===== config.mk =====
export PLATFORM = sky130hd
export DESIGN_NAME = decoder_shifter_15
export DESIGN_NICKNAME = d
export VERILOG_FILES = /design/src/rtl/hamming_pkg.sv /design/src/rtl/hamming_syndrome_corr.sv /design/src/rtl/decoder_shifter_15.sv
export SDC_FILE = /design/constraint.sdc
export NUM_CORES = 1
export LEC_CHECK = 0
export CAP_MARGIN = 20
export CORE_AREA = 3 3 77 79
export CTS_CLUSTER_SIZE = 10
export DETAILED_ROUTE_END_ITERATION = 8
export DIE_AREA = 0 0 80 82
export PLACE_DENSITY = 0.83
export SLEW_MARGIN = 10
export SYNTH_ARGS = -nofsm -noshare
export SYNTH_HDL_FRONTEND = slang
export SYNTH_SLANG_ARGS = --single-unit

===== constraint.sdc =====
create_clock -name i_clk -period 1.87 [get_ports i_clk]
set_input_delay 0.374 -clock i_clk [delete_from_list [all_inputs] [get_ports i_clk]]
set_output_delay 0.374 -clock i_clk [all_outputs]
set_load 0.03 [all_outputs]

===== src/rtl/hamming_pkg.sv =====
// Shared Hamming helpers: codeword geometry, data-bit placement and the receive FSM states.
// Pure compile-time functions; no logic is generated by this package on its own.
// Used by the serial decoder and its syndrome/correction core.
package hamming_pkg;

  typedef enum logic [1:0] {
    EMPTY = 2'd0,
    CHECK = 2'd1,
    VALID = 2'd2
  } state_e;

  // Codeword length for R parity bits.
  function automatic int n_of(input int r);
    return (1 << r) - 1;
  endfunction

  // Data bits carried by a codeword with R parity bits.
  function automatic int k_of(input int r);
    return n_of(r) - r;
  endfunction

  // Powers of two are the parity positions.
  function automatic bit is_pow2(input int p);
    return (p > 0) && ((p & (p - 1)) == 0);
  endfunction

  // Position (1-based) of data bit i: the i-th non-power-of-two position, ascending.
  function automatic int data_pos(input int i);
    int pos;
    int cnt;
    pos = 0;
    cnt = 0;
    for (int p = 1; p < 64; p++) begin
      if (!is_pow2(p)) begin
        if ((cnt == i) && (pos == 0)) pos = p;
        cnt++;
      end
    end
    return pos;
  endfunction

endpackage


===== src/rtl/hamming_syndrome_corr.sv =====
// Syndrome, overall-parity check and single-bit correction for one received codeword.
// Purely combinational, zero latency.
// No flow control; the caller holds the codeword stable while sampling the outputs.
module hamming_syndrome_corr
  import hamming_pkg::*;
#(
  parameter int R        = 4,
  parameter int EXTENDED = 0,
  localparam int N = n_of(R),
  localparam int K = k_of(R),
  localparam int W = N + EXTENDED
) (
  input  logic [W-1:0] i_cw,
  output logic [R-1:0] o_syn,
  output logic         o_pok,
  output logic [K-1:0] o_data,
  output logic         o_err_corrected,
  output logic         o_err_uncorrectable
);

  logic [R-1:0] w_syn;
  logic         w_pok;
  logic         w_flip;
  logic [N-1:0] w_fixed;

  // Syndrome: XOR of the indices of every set position.
  always_comb begin
    w_syn = '0;
    for (int p = 1; p <= N; p++) begin
      if (i_cw[p-1]) w_syn = w_syn ^ R'(p);
    end
  end

  // Overall parity covers every received bit, including the SECDED bit when present.
  assign w_pok = ~(^i_cw);

  // Flag decode: without the overall bit any non-zero syndrome is a single error;
  // with it, odd overall parity means one error and even parity with a syndrome means two.
  always_comb begin
    w_flip              = 1'b0;
    o_err_corrected     = 1'b0;
    o_err_uncorrectable = 1'b0;
    if (EXTENDED != 0) begin
      w_flip              = (w_syn != '0) && !w_pok;
      o_err_corrected     = !w_pok;
      o_err_uncorrectable = (w_syn != '0) && w_pok;
    end else begin
      w_flip          = (w_syn != '0);
      o_err_corrected = (w_syn != '0);
    end
  end

  // Flip the bit the syndrome points at, then pull the data bits out of their positions.
  always_comb begin
    w_fixed = i_cw[N-1:0];
    for (int p = 1; p <= N; p++) begin
      if (w_flip && (w_syn == R'(p))) w_fixed[p-1] = ~w_fixed[p-1];
    end
    o_data = '0;
    for (int i = 0; i < K; i++) begin
      o_data[i] = w_fixed[data_pos(i)-1];
    end
  end

  assign o_syn = w_syn;
  assign o_pok = w_pok;

endmodule


===== src/rtl/decoder_shifter_15.sv =====
// Serial Hamming receiver: shifts in W bits per word, corrects single errors, presents K data bits.
// out_valid rises two edges after the edge that samples the last bit (one CHECK cycle in between).
// Shifting never stalls; a word completing while the output is held (VALID, !out_ready) is dropped with an overrun pulse.
module decoder_shifter_15
  import hamming_pkg::*;
#(
  parameter int R        = 4,
  parameter int EXTENDED = 0,
  localparam int N  = n_of(R),
  localparam int K  = k_of(R),
  localparam int W  = N + EXTENDED,
  localparam int CW = $clog2(W)
) (
  input  logic         i_clk,
  input  logic         i_reset,
  input  logic         i_clear,
  input  logic         i_in,
  input  logic         i_shift,
  output logic [K-1:0] o_data_out,
  output logic [R-1:0] o_syndrome,
  output logic         o_out_valid,
  input  logic         i_out_ready,
  output logic         o_err_corrected,
  output logic         o_err_uncorrectable,
  output logic         o_overrun
);

  logic [CW-1:0] r_cnt;
  logic [W-2:0]  r_sreg;
  logic [W-1:0]  r_cw;
  state_e        r_state;
  logic [K-1:0]  r_data;
  logic [R-1:0]  r_syn;
  logic          r_valid;
  logic          r_corr;
  logic          r_unc;
  logic          r_overrun;

  logic          w_last;
  logic          w_accept;
  logic [R-1:0]  w_syn;
  logic          w_pok;
  logic [K-1:0]  w_data;
  logic          w_corr;
  logic          w_unc;

  // The final bit of a word is being shifted in this cycle.
  assign w_last   = i_shift && (r_cnt == CW'(W - 1));
  // A completed word is kept if the output slot is free or is being drained this same cycle.
  assign w_accept = w_last && ((r_state == EMPTY) || ((r_state == VALID) && i_out_ready));

  // Receive shifter: first bit ends up in sreg[0]; counter wraps after the last bit regardless of output state.
  always_ff @(posedge i_clk or negedge i_reset) begin
    if (!i_reset) begin
      r_cnt  <= '0;
      r_sreg <= '0;
    end else if (i_clear) begin
      r_cnt  <= '0;
      r_sreg <= '0;
    end else if (i_shift) begin
      r_sreg <= {i_in, r_sreg[W-2:1]};
      r_cnt  <= w_last ? '0 : r_cnt + 1'b1;
    end
  end

  // Hold register: snapshot of the complete codeword for the CHECK cycle.
  always_ff @(posedge i_clk or negedge i_reset) begin
    if (!i_reset) begin
      r_cw <= '0;
    end else if (i_clear) begin
      r_cw <= '0;
    end else if (w_accept) begin
      r_cw <= {i_in, r_sreg};
    end
  end

  hamming_syndrome_corr #(
    .R        (R),
    .EXTENDED (EXTENDED)
  ) u_corr (
    .i_cw                (r_cw),
    .o_syn               (w_syn),
    .o_pok               (w_pok),
    .o_data              (w_data),
    .o_err_corrected     (w_corr),
    .o_err_uncorrectable (w_unc)
  );

  // Output FSM with registered outputs; results only change on CHECK->VALID so they stay put while held.
  always_ff @(posedge i_clk or negedge i_reset) begin
    if (!i_reset) begin
      r_state   <= EMPTY;
      r_valid   <= 1'b0;
      r_data    <= '0;
      r_syn     <= '0;
      r_corr    <= 1'b0;
      r_unc     <= 1'b0;
      r_overrun <= 1'b0;
    end else if (i_clear) begin
      r_state   <= EMPTY;
      r_valid   <= 1'b0;
      r_data    <= '0;
      r_syn     <= '0;
      r_corr    <= 1'b0;
      r_unc     <= 1'b0;
      r_overrun <= 1'b0;
    end else begin
      r_overrun <= w_last && !w_accept;
      case (r_state)
        EMPTY: begin
          if (w_accept) r_state <= CHECK;
        end
        CHECK: begin
          r_state <= VALID;
          r_valid <= 1'b1;
          r_data  <= w_data;
          r_syn   <= w_syn;
          r_corr  <= w_corr;
          r_unc   <= w_unc;
        end
        VALID: begin
          if (w_accept) begin
            r_state <= CHECK;
            r_valid <= 1'b0;
          end else if (i_out_ready) begin
            r_state <= EMPTY;
            r_valid <= 1'b0;
          end
        end
        default: begin
          r_state <= EMPTY;
          r_valid <= 1'b0;
        end
      endcase
    end
  end

  // Overall-parity result only feeds the flag decode inside the core.
  logic w_unused_pok;
  assign w_unused_pok = w_pok;

  assign o_data_out          = r_data;
  assign o_syndrome          = r_syn;
  assign o_out_valid         = r_valid;
  assign o_err_corrected     = r_corr;
  assign o_err_uncorrectable = r_unc;
  assign o_overrun           = r_overrun;

endmodule


==> impl_metrics.tcl, run 1 <==
set metrics [dict create \
    status "finished with violations" \
    failed_checks "setup timing" \
    ios 25 \
    hold_ws_ns 0.03958 \
    drt-met1-wl_mm 2.454 \
    fin_crit_ns 2.022 \
    slew_viol_final 0 \
    routed.top_layer "met4" \
    first_global_vias 2083 \
    fin_ws_ns -0.1519 \
    startpoint "r_cw[10]" \
    postRouteAntennaNets 0 \
    synthAdderAreaFrac 0.009443 \
    drtPass1Iterations 4 \
    slew_headroom 0.5643 \
    worstSetupEndpointType "flip-flop" \
    n_antenna_cell 0 \
    ir_worst_vdd_v 0.0003536 \
    cp.required_ns 2.07 \
    critPathKind "flip-flop to flip-flop" \
    rows 27 \
    p_clk_frac 0.337 \
    skew_ns 0.007467 \
    core-area_mm2 0.005405 \
    rsz0062_at_grt "yes" \
    die_area_mm2 0.006560 \
    grt_max_degree 54 \
    cts.sinks 53 \
    dieWidth_um 80 \
    r2r-start "r_cw[10]" \
    avgSynthCellArea_um2 10.15 \
    period_share 1.081 \
    final_layout_size_suffix_gt1_frac 0.2595 \
    worst_pin_slew_ns 0.6522 \
    synth_xor_area_frac 0.1308 \
    max_cap_violations 0 \
    clk_path_buf_depth 2 \
    wl_met3_um 219 \
    synth-edff-count 0 \
    postSynth.asyncResetShare 1.000 \
    synth_flop_cell "dfrtp_1" \
    area_delta_synth_final_pct 35.22 \
    dpl.hpwl_mm 3.845 \
    netlist_instances 261 \
    cts_buffers 5 \
    yosys.area_share.simple 0.1841 \
    antenna_found_initial 0 \
    port_buffers 23 \
    grt_pass1_wl_mm 9.577 \
    p_int_uw 1444 \
    p_leak_uw 0.001575 \
    synth.area.mux_share 0.06468 \
    gp_congestion 0.8374 \
    synth_seq_area_share 0.5005 \
    post-route-drc-count 0 \
    die_y_um 82 \
    drt_iter0_markers 128 \
    p_comb_frac 0.051 \
    cts-root-buf "clkbuf_8" \
    clk_pin_slew_ns 0.10 \
    cp-start-kind "flip-flop" \
    final_common_cell "dfrtp_1" \
    hold_viol 0 \
    syn-num-nets 269 \
    fmax_ghz 0.4946 \
    cts_hold_buf 0 \
    ys_warn_count 0 \
    p_seq_frac 0.612 \
    grt_usage 0.1906 \
    totalWireLength_mm 5.972 \
    switching_share 0.2355 \
    grt_overflow 0 \
    synth_compound_area_frac 0.07979 \
    vias 2068 \
    clk_latency_ns 0.31 \
    totalNegativeSetupSlack_ns -0.9988 \
    start_util 0.4903 \
    cts_max_level 2 \
    synth_seq_cells 53 \
    cp.arrival_ns 2.22 \
    crit_path_max_fanout 6 \
    nNetsFinal 324 \
    finalSetupViolCount 11 \
    wl_met2_mm 3.155 \
    wl_per_cell_um 15.39 \
    cts_tree "done" \
    p_per_area_mw_per_mm2 527.1 \
    final_cell_mix "dfrtp_1 (49), nand2_1 (45), buf_4 (29), nor2_1 (22), clkdlybuf4s50_1 (22)" \
    ys_types 37 \
    hold_path.class "input pin to async pin" \
    synth_top_family_by_area "simple AND/OR/NAND/NOR gates" \
    syn-cell-area_mm2 0.002650 \
    power_uw 1889 \
    vias_per_cell 5.330 \
    netSwitchingPower_uw 444.7 \
]
-- metal layers --
layer,GRT usage,vias up
met4,0.08108,0
met1,0.2209,1019
met2,0.3369,47
li1,-,989
met3,0.04605,13
met5,0,-
-- synth_stat cells, drive strengths merged (2+ instances only) --
| cell | instances | area (µm²) |
|---|---|---|
| dfrtp | 53 | 1326 |
| nand2 | 46 | 172.7 |
| nor2 | 23 | 86.33 |
| xnor2 | 20 | 227.7 |
| a21oi | 19 | 95.09 |
| mux2i | 16 | 160.2 |
| clkbuf | 10 | 37.54 |
| o21ai | 10 | 50.04 |
| xor2 | 10 | 95.10 |
| nand3 | 9 | 45.04 |
| buf | 6 | 32.53 |
| a32oi | 4 | 35.03 |
| nand2b | 4 | 32.53 |
| nor3 | 4 | 20.02 |
| or4 | 4 | 30.03 |
| nand4 | 3 | 18.77 |
| nor2b | 3 | 18.77 |
| a22o | 2 | 17.52 |
| ha | 2 | 25.02 |
| inv | 2 | 7.510 |
| nor4b | 2 | 30.03 |
-- critical path: stages, from the launching register on --
cell and delay [ns]:
dfrtp_1 0.42, xor2_2 0.26, xnor3_2 0.52, buf_12 0.16, buf_6 0.11, nand4_1 0.10, xor2_1 0.23, o21ai_1 0.11
-- power groups by stage --
stage                     Clock, µW  Sequential, µW  Combinational, µW
after floorplan                   0            1180               49.6
after global placement            0            1180               94.8
after detailed placement          0            1180               96.6
after CTS                       642            1160               96.9
after global routing            685            1160                109
final                           636            1160               95.8
-- cell families (layout without fill, tap and decap cells) --
group | count (synthesis) | in the layout
multiplexers | 17 | 17
other | 1 | 1
adder cells (fa/ha/maj) | 2 | 2
flip-flops | 53 | 53
AO/OA/AOI/OAI | 37 | 37
AND/OR/NAND/NOR | 102 | 102
buffers and inverters | 18 | 72
XOR/XNOR | 31 | 32
-- sequential cells by signal (all words and copies together), names as in the netlist --
| name | count |
|---|---|
| r_cw | 15 |
| o_out_valid | 1 |
| r_sreg | 14 |
| o_syndrome | 4 |
| r_state | 2 |
| r_cnt | 4 |
| o_err_corrected | 1 |
| o_overrun | 1 |
| o_data_out | 11 |
-- per-stage QoR --
step	util	std cells	worst slack (ns)	instance area, µm²
after global routing	0.6630	388	-0.2340	3583
after floorplan	-	261	-0.06453	2735
after detailed placement	0.6069	375	-0.1384	3281
after CTS	0.6382	385	-0.1042	3450
after global placement	0.6069	375	-0.06372	3281
final	0.6630	388	-0.1519	3583
-- repair_timing --
action / 4_1_cts / 5_1_grt
gates resized for setup: 9 / 19
pin swaps: 6 / 11
cloned: 0 / 1
setup endpoints to repair: 12 / 16
buffers inserted: 3 / 2
-- final cells by class --
cell class	instances	area (µm²)
fillers	378	1822
multi-input cells	191	1463
flip-flops and latches	53	1331
repair buffers	63	610.6
well taps	72	90.09
clock buffers	6	72.57
clock inverters	1	8.758
inverters	2	7.507
-- worst paths after layout --
| kind | cells after the start | end | slack [ns] |
|---|---|---|---|
| worst max register to register | 7 | o_data_out[3] | -0.15 |
| min in group i_clk | 2 | o_syndrome[2] | 0.49 |
| worst max-delay path | 7 | o_data_out[3] | -0.15 |
| worst min register to register | 2 | o_syndrome[2] | 0.49 |
| max in group asynchronous | 2 | r_cw[13] | 1.57 |
| worst min-delay path | 2 | o_out_valid | 0.04 |
(Power assumes the default switching activity.)
==> inputs of run 2 (changes only) <==
--- a/config.mk
+++ b/config.mk
@@ -10,6 +10,7 @@
 export CTS_CLUSTER_SIZE = 10
 export DETAILED_ROUTE_END_ITERATION = 8
 export DIE_AREA = 0 0 80 82
+export GPL_ROUTABILITY_DRIVEN = 0
 export PLACE_DENSITY = 0.83
 export SLEW_MARGIN = 10
 export SYNTH_ARGS = -nofsm -noshare
==> results of run 2 <==
Same layout as run 1: the final DEF is identical, and so are final timing and power.
==> RTL change: new RTL, flow settings as in run 1 <==
Register the output `o_overrun` once more; this adds one clock of latency there. The other outputs are not delayed to match.
--- a/src/rtl/decoder_shifter_15.sv
+++ b/src/rtl/decoder_shifter_15.sv
@@ -145,5 +145,7 @@
   assign o_err_corrected     = r_corr;
   assign o_err_uncorrectable = r_unc;
-  assign o_overrun           = r_overrun;
+  always_ff @(posedge i_clk) begin
+    o_overrun <= r_overrun;
+  end
 
 endmodule
Check against the original RTL: no difference found for any inputs over 10 cycles, from zero or initial values and one cycle with i_reset low; that may be too few to reach the edited logic, so the function may still have changed.
==> RTL change against run 1 <==
  * The flow still finishes with violations (setup timing)
  * Die area unchanged
  * Clock skew up 0.00056 ns
  * Sequential cell count up 1
  * Synthesized area up 0.66%
  * Design area up 1.5%
  * Highest routed layer unchanged
  * Worst setup slack worse by 0.052 ns
  * First-iteration DRC count up 41%
  * Maximum frequency down 2.5%
  * Total power up 5.4%
  * Wire length up 8.1%
  * Critical path type unchanged
==> RTL change: results <==
metrics = {
    "finish": {
        "drive_above_1_share_pct": 26.7,
        "nets": 329,
        "top_register": "r_cw",
        "fin_cells": 394,
    },
    "worst_setup_path": {
        "critPathTopFamily": "simple AND/OR/NAND/NOR gates",
        "cp.arrival_ns": 2.30,
        "cp_num_cells": 8,
        "cp_max_fo": 5,
        "reg2regPathDepth": 8,
        "crit_slowest_cell": "dfrtp_1",
        "crit_path_start": "r_cw[14]$_DFFE_PN0P_",
        "reg2reg_slack_ns": -0.20,
        "rr_endpoint": "o_data_out[9]$_DFFE_PN0P_",
        "max_stage_delay_ns": 0.44,
    },
    "route": {
        "wl_met1_mm": 2.67,
        "drt_first_pass_iters": 5,
        "drt_iter0_markers": 181,
        "wl_met2_mm": 3.32,
        "routedWlPerCell_um": 16.4,
        "drt-vias-per-instance": 5.38,
        "wl_met3_um": 268,
    },
    "power": {
        "leakage_nw": 1.60,
        "ir_worst_vdd_mv": 0.442,
    },
    "synth": {
        "synth_fp_nets": 270,
        "synthArstFlopShare_pct": 98.1,
        "synthXorXnorAreaFrac_pct": 13.0,
        "yosysSeqAreaShare_pct": 50.5,
        "synthFlopType": "dfrtp_1",
        "synth_mux_area_share_pct": 6.00,
        "ys_top_cells_by_count": "53 x dfrtp_1, 45 x nand2_1, 22 x nor2_1",
        "synth-adder-area-share_pct": 0.938,
        "synth_compound_area_share_pct": 8.11,
        "netlist_instances": 262,
    },
    "place": {
        "dp_slack_ns": -0.137,
        "gp_congestion": 0.846,
        "placed_cells": 374,
        "placed_cell_area_mm2": 0.00327,
        "hpwl_mm": 3.81,
    },
    "sta": {
        "finClkSkew_ns": 0.00803,
        "worst_slack_ns": -0.204,
        "hold_ws_ns": 0.0367,
        "setup_viol": 11,
        "worst_pin_slew_ns": 0.740,
        "setup_tns_ns": -1.19,
    },
    "run_status": {
        "violations": "setup timing",
        "outcome": "finished with violations",
    },
    "global_routing": {
        "grtUsageMet2_pct": 33.2,
        "grt_pass1_vias": 2058,
        "grt_busiest_layer": "met2",
        "track_usage_pct": 19.9,
        "grt_pass1_wl_mm": 9.96,
        "use_met1_pct": 24.0,
        "use_met3_pct": 3.95,
    },
}
RTL change: cell types whose count changed in the layout (fill, tap and decap cells not counted), moves of 2 or more:
cell      delta
buf_4        +6
clkbuf_8     +2
nand3_1      +2
o21ai_0      +2
o21ai_1      -2
xnor2_4      +2
xor2_2       +2
xor2_4       -2
RTL change: timing repair:
action,in CTS,in global routing
gates resized for setup,11,13
setup buffers,7,3
setup endpoints to repair,12,12
hold buffers,0,0
cloned,1,0
pin swaps,5,14
RTL change: where the power goes:
part / leakage (nW) / switching (mW) / internal, mW
combinational: 0.806 / 0.0626 / 0.0316
sequential: 0.740 / 0.00654 / 1.17
clock: 0.0544 / 0.377 / 0.340
total: 1.60 / 0.446 / 1.54
RTL change: area by class of cell:
type                            instances  area [µm²]
Tap cell                               72        90.1
Fill cell                             375        1770
Multi-Input combinational cell        191        1460
Clock buffer                            7        96.3
Clock inverter                          1        8.76
Sequential cell                        54        1350
Inverter                                2        7.51
Timing Repair Buffer                   67         624
